[src/rtl/sha3_absorb_ctrl.sv]
// sha3_absorb_ctrl: splits a 64-bit message stream into rate-sized Keccak lane writes,
// appends SHA-3 padding, sequences permutations and hands off to the squeeze stage.
module sha3_absorb_ctrl #(
    parameter int LANE_W = 64
) (
    input  logic              ACLK,
    input  logic              ARESETN,
    input  logic [LANE_W-1:0] S_TDATA,
    input  logic [7:0]        S_TKEEP,
    input  logic [1:0]        S_TUSER,
    input  logic              S_TVALID,
    input  logic              S_TLAST,
    output logic              S_TREADY,
    output logic              STATE_CLR,
    output logic              LANE_WE,
    output logic [4:0]        LANE_IDX,
    output logic [LANE_W-1:0] LANE_DATA,
    output logic              PERM_START,
    input  logic              PERM_DONE,
    output logic              SQ_READY,
    output logic [1:0]        SQ_TUSER,
    input  logic              SQ_LAST,
    output logic              BUSY
);
    typedef enum logic [2:0] {S_IDLE, S_ABSORB, S_PAD, S_START, S_WAIT, S_SQUEEZE} state_t;

    state_t            r_state;
    logic [4:0]        r_idx;
    logic [1:0]        r_var;
    logic              r_final;
    logic              r_need06;
    logic              r_need80;
    logic              r_fresh;
    logic              r_tready;
    logic              r_clr;
    logic              r_we;
    logic              r_perm;
    logic              r_sq;
    logic              r_busy;
    logic [4:0]        r_lane_idx;
    logic [LANE_W-1:0] r_lane_data;

    logic [4:0]        w_rate_m1;
    logic              w_at_end;
    logic              w_partial;
    logic [7:0]        w_keep_sh;
    logic [LANE_W-1:0] w_lane;

    assign w_rate_m1 = (r_var == 2'd0) ? 5'd17 : (r_var == 2'd1) ? 5'd16 : (r_var == 2'd2) ? 5'd12 : 5'd8;
    assign w_at_end  = (r_idx == w_rate_m1);
    assign w_partial = (S_TKEEP != 8'hFF);
    // byte i is the first invalid byte when keep[i]=0 and keep[i-1]=1 (or i=0)
    assign w_keep_sh = {S_TKEEP[6:0], 1'b1};

    // last-beat lane: valid bytes kept, 0x06 in the first free byte, 0x80 on top when this is the rate's last lane
    always_comb begin
        w_lane = '0;
        for (int i = 0; i < 8; i++)
            w_lane[8*i +: 8] = S_TKEEP[i] ? S_TDATA[8*i +: 8] : (w_keep_sh[i] ? 8'h06 : 8'h00);
        if (w_at_end && w_partial) w_lane[63:56] = w_lane[63:56] | 8'h80;
    end

    // absorb FSM: all outputs are registered alongside the state
    always_ff @(posedge ACLK or negedge ARESETN) begin
        if (!ARESETN) begin
            r_state     <= S_IDLE;
            r_idx       <= '0;
            r_var       <= '0;
            r_final     <= 1'b0;
            r_need06    <= 1'b0;
            r_need80    <= 1'b0;
            r_fresh     <= 1'b0;
            r_tready    <= 1'b0;
            r_clr       <= 1'b0;
            r_we        <= 1'b0;
            r_perm      <= 1'b0;
            r_sq        <= 1'b0;
            r_busy      <= 1'b0;
            r_lane_idx  <= '0;
            r_lane_data <= '0;
        end else begin
            r_clr  <= 1'b0;
            r_we   <= 1'b0;
            r_perm <= 1'b0;
            case (r_state)
                S_IDLE: if (S_TVALID) begin
                    r_var    <= S_TUSER;
                    r_clr    <= 1'b1;
                    r_idx    <= '0;
                    r_tready <= 1'b1;
                    r_busy   <= 1'b1;
                    r_state  <= S_ABSORB;
                end
                S_ABSORB: if (S_TVALID) begin
                    r_we        <= 1'b1;
                    r_lane_idx  <= r_idx;
                    r_lane_data <= S_TLAST ? w_lane : S_TDATA;
                    if (!S_TLAST) begin
                        if (w_at_end) begin
                            r_tready <= 1'b0;
                            r_state  <= S_START;
                        end else
                            r_idx <= r_idx + 5'd1;
                    end else begin
                        r_tready <= 1'b0;
                        r_final  <= 1'b1;
                        if (w_partial) begin
                            r_need80 <= !w_at_end;
                            r_state  <= w_at_end ? S_START : S_PAD;
                        end else begin
                            r_need06 <= 1'b1;
                            r_need80 <= 1'b1;
                            r_fresh  <= w_at_end;
                            r_idx    <= w_at_end ? 5'd0 : r_idx + 5'd1;
                            r_state  <= w_at_end ? S_START : S_PAD;
                        end
                    end
                end
                S_PAD: begin
                    r_we <= 1'b1;
                    if (r_need06) begin
                        r_lane_idx  <= r_idx;
                        r_lane_data <= {(r_idx == w_rate_m1) ? 8'h80 : 8'h00, 48'h0, 8'h06};
                        r_need06    <= 1'b0;
                        if (r_idx == w_rate_m1) begin
                            r_need80 <= 1'b0;
                            r_state  <= S_START;
                        end
                    end else begin
                        r_lane_idx  <= w_rate_m1;
                        r_lane_data <= 64'h8000_0000_0000_0000;
                        r_need80    <= 1'b0;
                        r_state     <= S_START;
                    end
                end
                S_START: begin
                    r_perm  <= 1'b1;
                    r_state <= S_WAIT;
                end
                S_WAIT: if (PERM_DONE) begin
                    if (r_fresh) begin
                        r_fresh <= 1'b0;
                        r_state <= S_PAD;
                    end else if (r_final) begin
                        r_sq    <= 1'b1;
                        r_state <= S_SQUEEZE;
                    end else begin
                        r_idx    <= '0;
                        r_tready <= 1'b1;
                        r_state  <= S_ABSORB;
                    end
                end
                S_SQUEEZE: if (SQ_LAST) begin
                    r_sq     <= 1'b0;
                    r_busy   <= 1'b0;
                    r_final  <= 1'b0;
                    r_need06 <= 1'b0;
                    r_need80 <= 1'b0;
                    r_fresh  <= 1'b0;
                    r_idx    <= '0;
                    r_state  <= S_IDLE;
                end
                default: r_state <= S_IDLE;
            endcase
        end
    end

    assign S_TREADY   = r_tready;
    assign STATE_CLR  = r_clr;
    assign LANE_WE    = r_we;
    assign LANE_IDX   = r_lane_idx;
    assign LANE_DATA  = r_lane_data;
    assign PERM_START = r_perm;
    assign SQ_READY   = r_sq;
    assign SQ_TUSER   = r_var;
    assign BUSY       = r_busy;
endmodule

[config.mk]
export PLATFORM = sky130hd
export DESIGN_NAME = sha3_absorb_ctrl
export DESIGN_NICKNAME = d
export VERILOG_FILES = /design/src/rtl/sha3_absorb_ctrl.sv
export SDC_FILE = /design/constraint.sdc
export NUM_CORES = 1
export LEC_CHECK = 0
export ABC_AREA = 1
export BUFFER_PORTS_ARGS = -buffer_cell sky130_fd_sc_hd__buf_2
export CAP_MARGIN = 30
export CORE_MARGIN = 5
export CORE_UTILIZATION = 49
export DETAILED_ROUTE_END_ITERATION = 12
export PLACE_DENSITY_LB_ADDON = 0.05
export SYNTH_ARGS = -nofsm -noshare
export SYNTH_HDL_FRONTEND = slang
export SYNTH_SLANG_ARGS = --single-unit
[constraint.sdc]
create_clock -name ACLK -period 1.6 [get_ports ACLK]
set_input_delay 0.16 -clock ACLK [delete_from_list [all_inputs] [get_ports ACLK]]
set_output_delay 0.16 -clock ACLK [all_outputs]
set_load 0.005 [all_outputs]
==> results.md <==
* Outcome: completed
* Initial drt markers at 205
* Via count at 3991
* Fill count at 741
* Die X at 101 um
* Routed len/inst at 14.4 um
* Synth Register Bits at 88
* DRT Pass-1 Iters at 4
* Post-synth EDFFs at 0
* Final HPWL DP at 8.82 mm
* Final Max Slew Viols at 0
* Vias in the first global route at 3863
* Final net count at 773
* Post-synthesis sequential area ratio at 0.546
* Crit Reg-Reg Endpoint: r_idx[3]
* Mapped cell area at 4040 sq um
* Syn Nets at 591
* TritonCTS buffer count at 9
* Net Sw Frac at 0.401
* H-Tree Depth at 3
* CTS tree: yes
* Clock power frac at 0.174
* Max Freq at 663 MHz
* Gate Count Post-Synth at 510
* Hold/Removal Path Class: in -> reg
* Asr flop ratio synth at 1.00
* CTS Sinks at 88
* Count of cell types in the netlist at 25
* Worst setup startpoint: r_state[0]
* GRT overflow at 0
* Crit share post-route at 0.943
* Main synth FF type: dfrtp_1
* RD Place Congestion at 0.871
* Slew margin rel. at 0.708
* Post-synth top cells: nand2_1 (192), dfrtp_1 (88), nand3_1 (64)
* Top-count cell post-synth: nand2_1
* Cell Chain, Critical Path: inv_2 -> nand2_1 -> nor2_4 -> nand2_1 -> nand2_1 -> nor2_1 -> nand2_1 -> nor2_4 -> nand2_1 -> nand2_1
* CP startpoint kind: flop
* Cells on worst reg2reg path at 10
* Area leader, netlist: dfrtp_1
* Area occupied by multi-input gates at 1680 sq um
* Sw Pwr at 0.00394 W
* Global-route wire length before repair at 18.7 mm
* Input/output buffers at 156
* Finished Cell Area at 5430 sq um
* Min Tclk post-route at 1.51 ns
* Setup Slack @ Placement at -0.0250 ns
* Antenna viol nets, final at 0
* Final Hold Vio Count at 0
* Max FO, Critical Path at 5
* Synth area leaders: dfrtp_1 (55%), nand2_1 (18%), nand3_1 (7.9%), nor2_1 (4.9%), inv_1 (3.0%)
* Peak VDD IR at 0.000964 V
* Postcts setup bufs at 0
* Max-cap viol count at 0
* Largest delay share family, worst path: simple AND/OR/NAND/NOR gates
* Vias per cell at 4.98
* PD cells at 1810 nW/um^2
* Crit path buffers/inverters at 1
* Area grow syn2layout at 34.5%
* Gate power share at 0.459
* CP dominant cell by count: nand2_1
* Crit path depth at 10
* CTS Buffer Depth at 2
* Largest net degree at the start of global routing at 55
* Sequential cell area at 2200 sq um
* Initial Util at 0.496
* Count of final setup violators at 0
* Worst r2r src: r_state[0]
* Fin worst setup slack at 0.0918 ns
* Mapped Avg Cell Area at 7.91 sq um
* Final std cells w/o fill at 802
* Flop pwr share at 0.367
* Dpl cells at 784
* Routed WL at 11.5 mm
* Setup Skew at 0.0132 ns
* Critical Path Max Stage Delay at 0.41 ns
* Drc violations at 0
* Crit-path slowest cell: dfrtp_1
* Top cell type's share of synthesized area at 0.546
* P_int at 0.00588 W
* Flop2flop setup slack at 0.09 ns
* Data arrival time at the worst-slack endpoint at 1.76 ns
* Antenna Cells at 0
* Worst setup path end: r_idx[3]
* GRT Util Overall at 0.233
* Leakage at 3.11 nW
* Top-Level Pins at 157
* Slew @ Worst Pin at 0.438 ns
* Clock root buffer: clkbuf_8
* Crit path required time at 1.85 ns
* Placed Area at 5130 sq um
* Crit Path Class: reg -> reg
* Worst-skew pair later-pin latency at 0.36 ns
* Synth warn at 0
* RSZ-0062 raised after global routing: true
* Setup crit end kind: flop
* Die ar. at 10200 sq um
* DIE HEIGHT at 101 um
* Site Rows at 33
* Initial antenna violation count at 0
* Core box area at 8130 sq um
* Clk pin slew, worst setup/hold paths at 0.10 ns
* Layout cells sized above 1 at 0.329
==> per-layer routing <==
layer  wire length, um  share of wire  global-route usage
met3               806          0.070              0.0664
met4               132          0.011              0.0508
met1              4970           0.43               0.314
met2              5610           0.49               0.378
met5                 0              0                   0
==> worst min path at each step <==
stage | startpoint | to | cells after the start | slack, ns
after floorplan | ARESETN | BUSY | 0 | -0.14
after global placement | ARESETN | LANE_DATA[11] | 2 | 0.16
after detailed placement | ARESETN | LANE_DATA[11] | 2 | 0.17
after CTS | S_TDATA[55] | LANE_DATA[55] | 3 | 0.002
after global routing | S_TDATA[43] | LANE_DATA[43] | 3 | 0.006
final | S_TDATA[55] | LANE_DATA[55] | 3 | 0.02
==> cell families (layout without fill, tap and decap cells) <==
| group | Yosys count | after routing | share of synthesized area |
|---|---|---|---|
| AOI/OAI and AO/OA | 47 | 47 | 0.0688 |
| xor gates and xnor gates | 3 | 3 | 0.00651 |
| adders and majority gates | 1 | 1 | 0.00310 |
| buffers and inverters | 53 | 240 | 0.0542 |
| DFF | 88 | 88 | 0.546 |
| and+or+nand+nor | 318 | 318 | 0.322 |
==> power by group through the flow <==
| stage | registers, W | clock network, W | logic (W) |
|---|---|---|---|
| CTS | 0.00360 | 0.00173 | 0.00443 |
| global route | 0.00373 | 0.00184 | 0.00510 |
| detailed placement | 0.00363 | 0 | 0.00440 |
| global placement | 0.00362 | 0 | 0.00429 |
| floorplan | 0.00371 | 0 | 0.00233 |
| finish | 0.00361 | 0.00170 | 0.00451 |
==> worst reg2reg max path: cells and delay by family (launching register included) <==
| family | cells | cell delay (ns) |
|---|---|---|
| flip-flops | 1 | 0.41 |
| AND/OR/NAND/NOR | 9 | 0.87 |
| buffers and inverters | 1 | 0.13 |
==> cell usage in the layout, fill, tap and decap left out <==
cell type      netlist  routed
nand3_1             64      62
nand2_1            192     190
dfrtp_1             88      86
nor2_2               1       6
xnor2_1              1       1
inv_1               32      28
a21boi_0             1       1
buf_12               0       3
nand4_1              5       5
ha_1                 1       1
o22ai_1              3       3
dlygate4sd3_1        0       2
o21ai_0             20      20
o21ai_4              1       1
buf_4                4      27
nand3_2              1       3
inv_2                5       9
nand2_2              1       2
nand2_4              0       1
dfrtp_2              0       2
clkinv_2             0       3
bufinv_16            0       2
nor2_1              53      44
a22o_1               1       1
clkbuf_8             0       9
inv_6                0       2
a21oi_1              6       6
nor2_4               0       4
buf_2                4     155
nor3_1               1       1
a31oi_1             14      14
o221ai_1             1       1
xor2_1               2       2
==> per-stage QoR <==
stage | utilization | power, W | hold WS (ns) | TNS (ns)
global route | 0.667 | 0.0107 | 0.00591 | -0.0960
global placement | 0.631 | 0.00790 | 0.164 | 0
finish | 0.667 | 0.00982 | 0.0162 | 0
floorplan | - | 0.00604 | -0.136 | 0
CTS | 0.661 | 0.00976 | 0.00243 | 0
detailed placement | 0.631 | 0.00803 | 0.173 | -0.0974
==> state kept, by name, summed over array words and instances (netlist names) <==
name	cells
SQ_TUSER	2
r_need06	1
r_fresh	1
SQ_READY	1
r_state	3
S_TREADY	1
LANE_WE	1
LANE_IDX	5
BUSY	1
PERM_START	1
r_final	1
LANE_DATA	64
r_idx	5
STATE_CLR	1
==> final cells by class <==
class,instances,area share
timing repair buffer,187,0.195
multi-input combinational,369,0.309
clock inverter,7,0.0171
sequential,88,0.406
inverter,37,0.0256
clock buffer,9,0.0228
tap,105,0.0242
==> repair_timing <==
action | in CTS | in global routing
hold endpoints to repair | 89 | 0
gates resized for setup | 3 | 19
hold buffers | 2 | 0
setup endpoints to repair | 6 | 77
pin swaps | 0 | 1
Power figures use the tool's default switching activity.
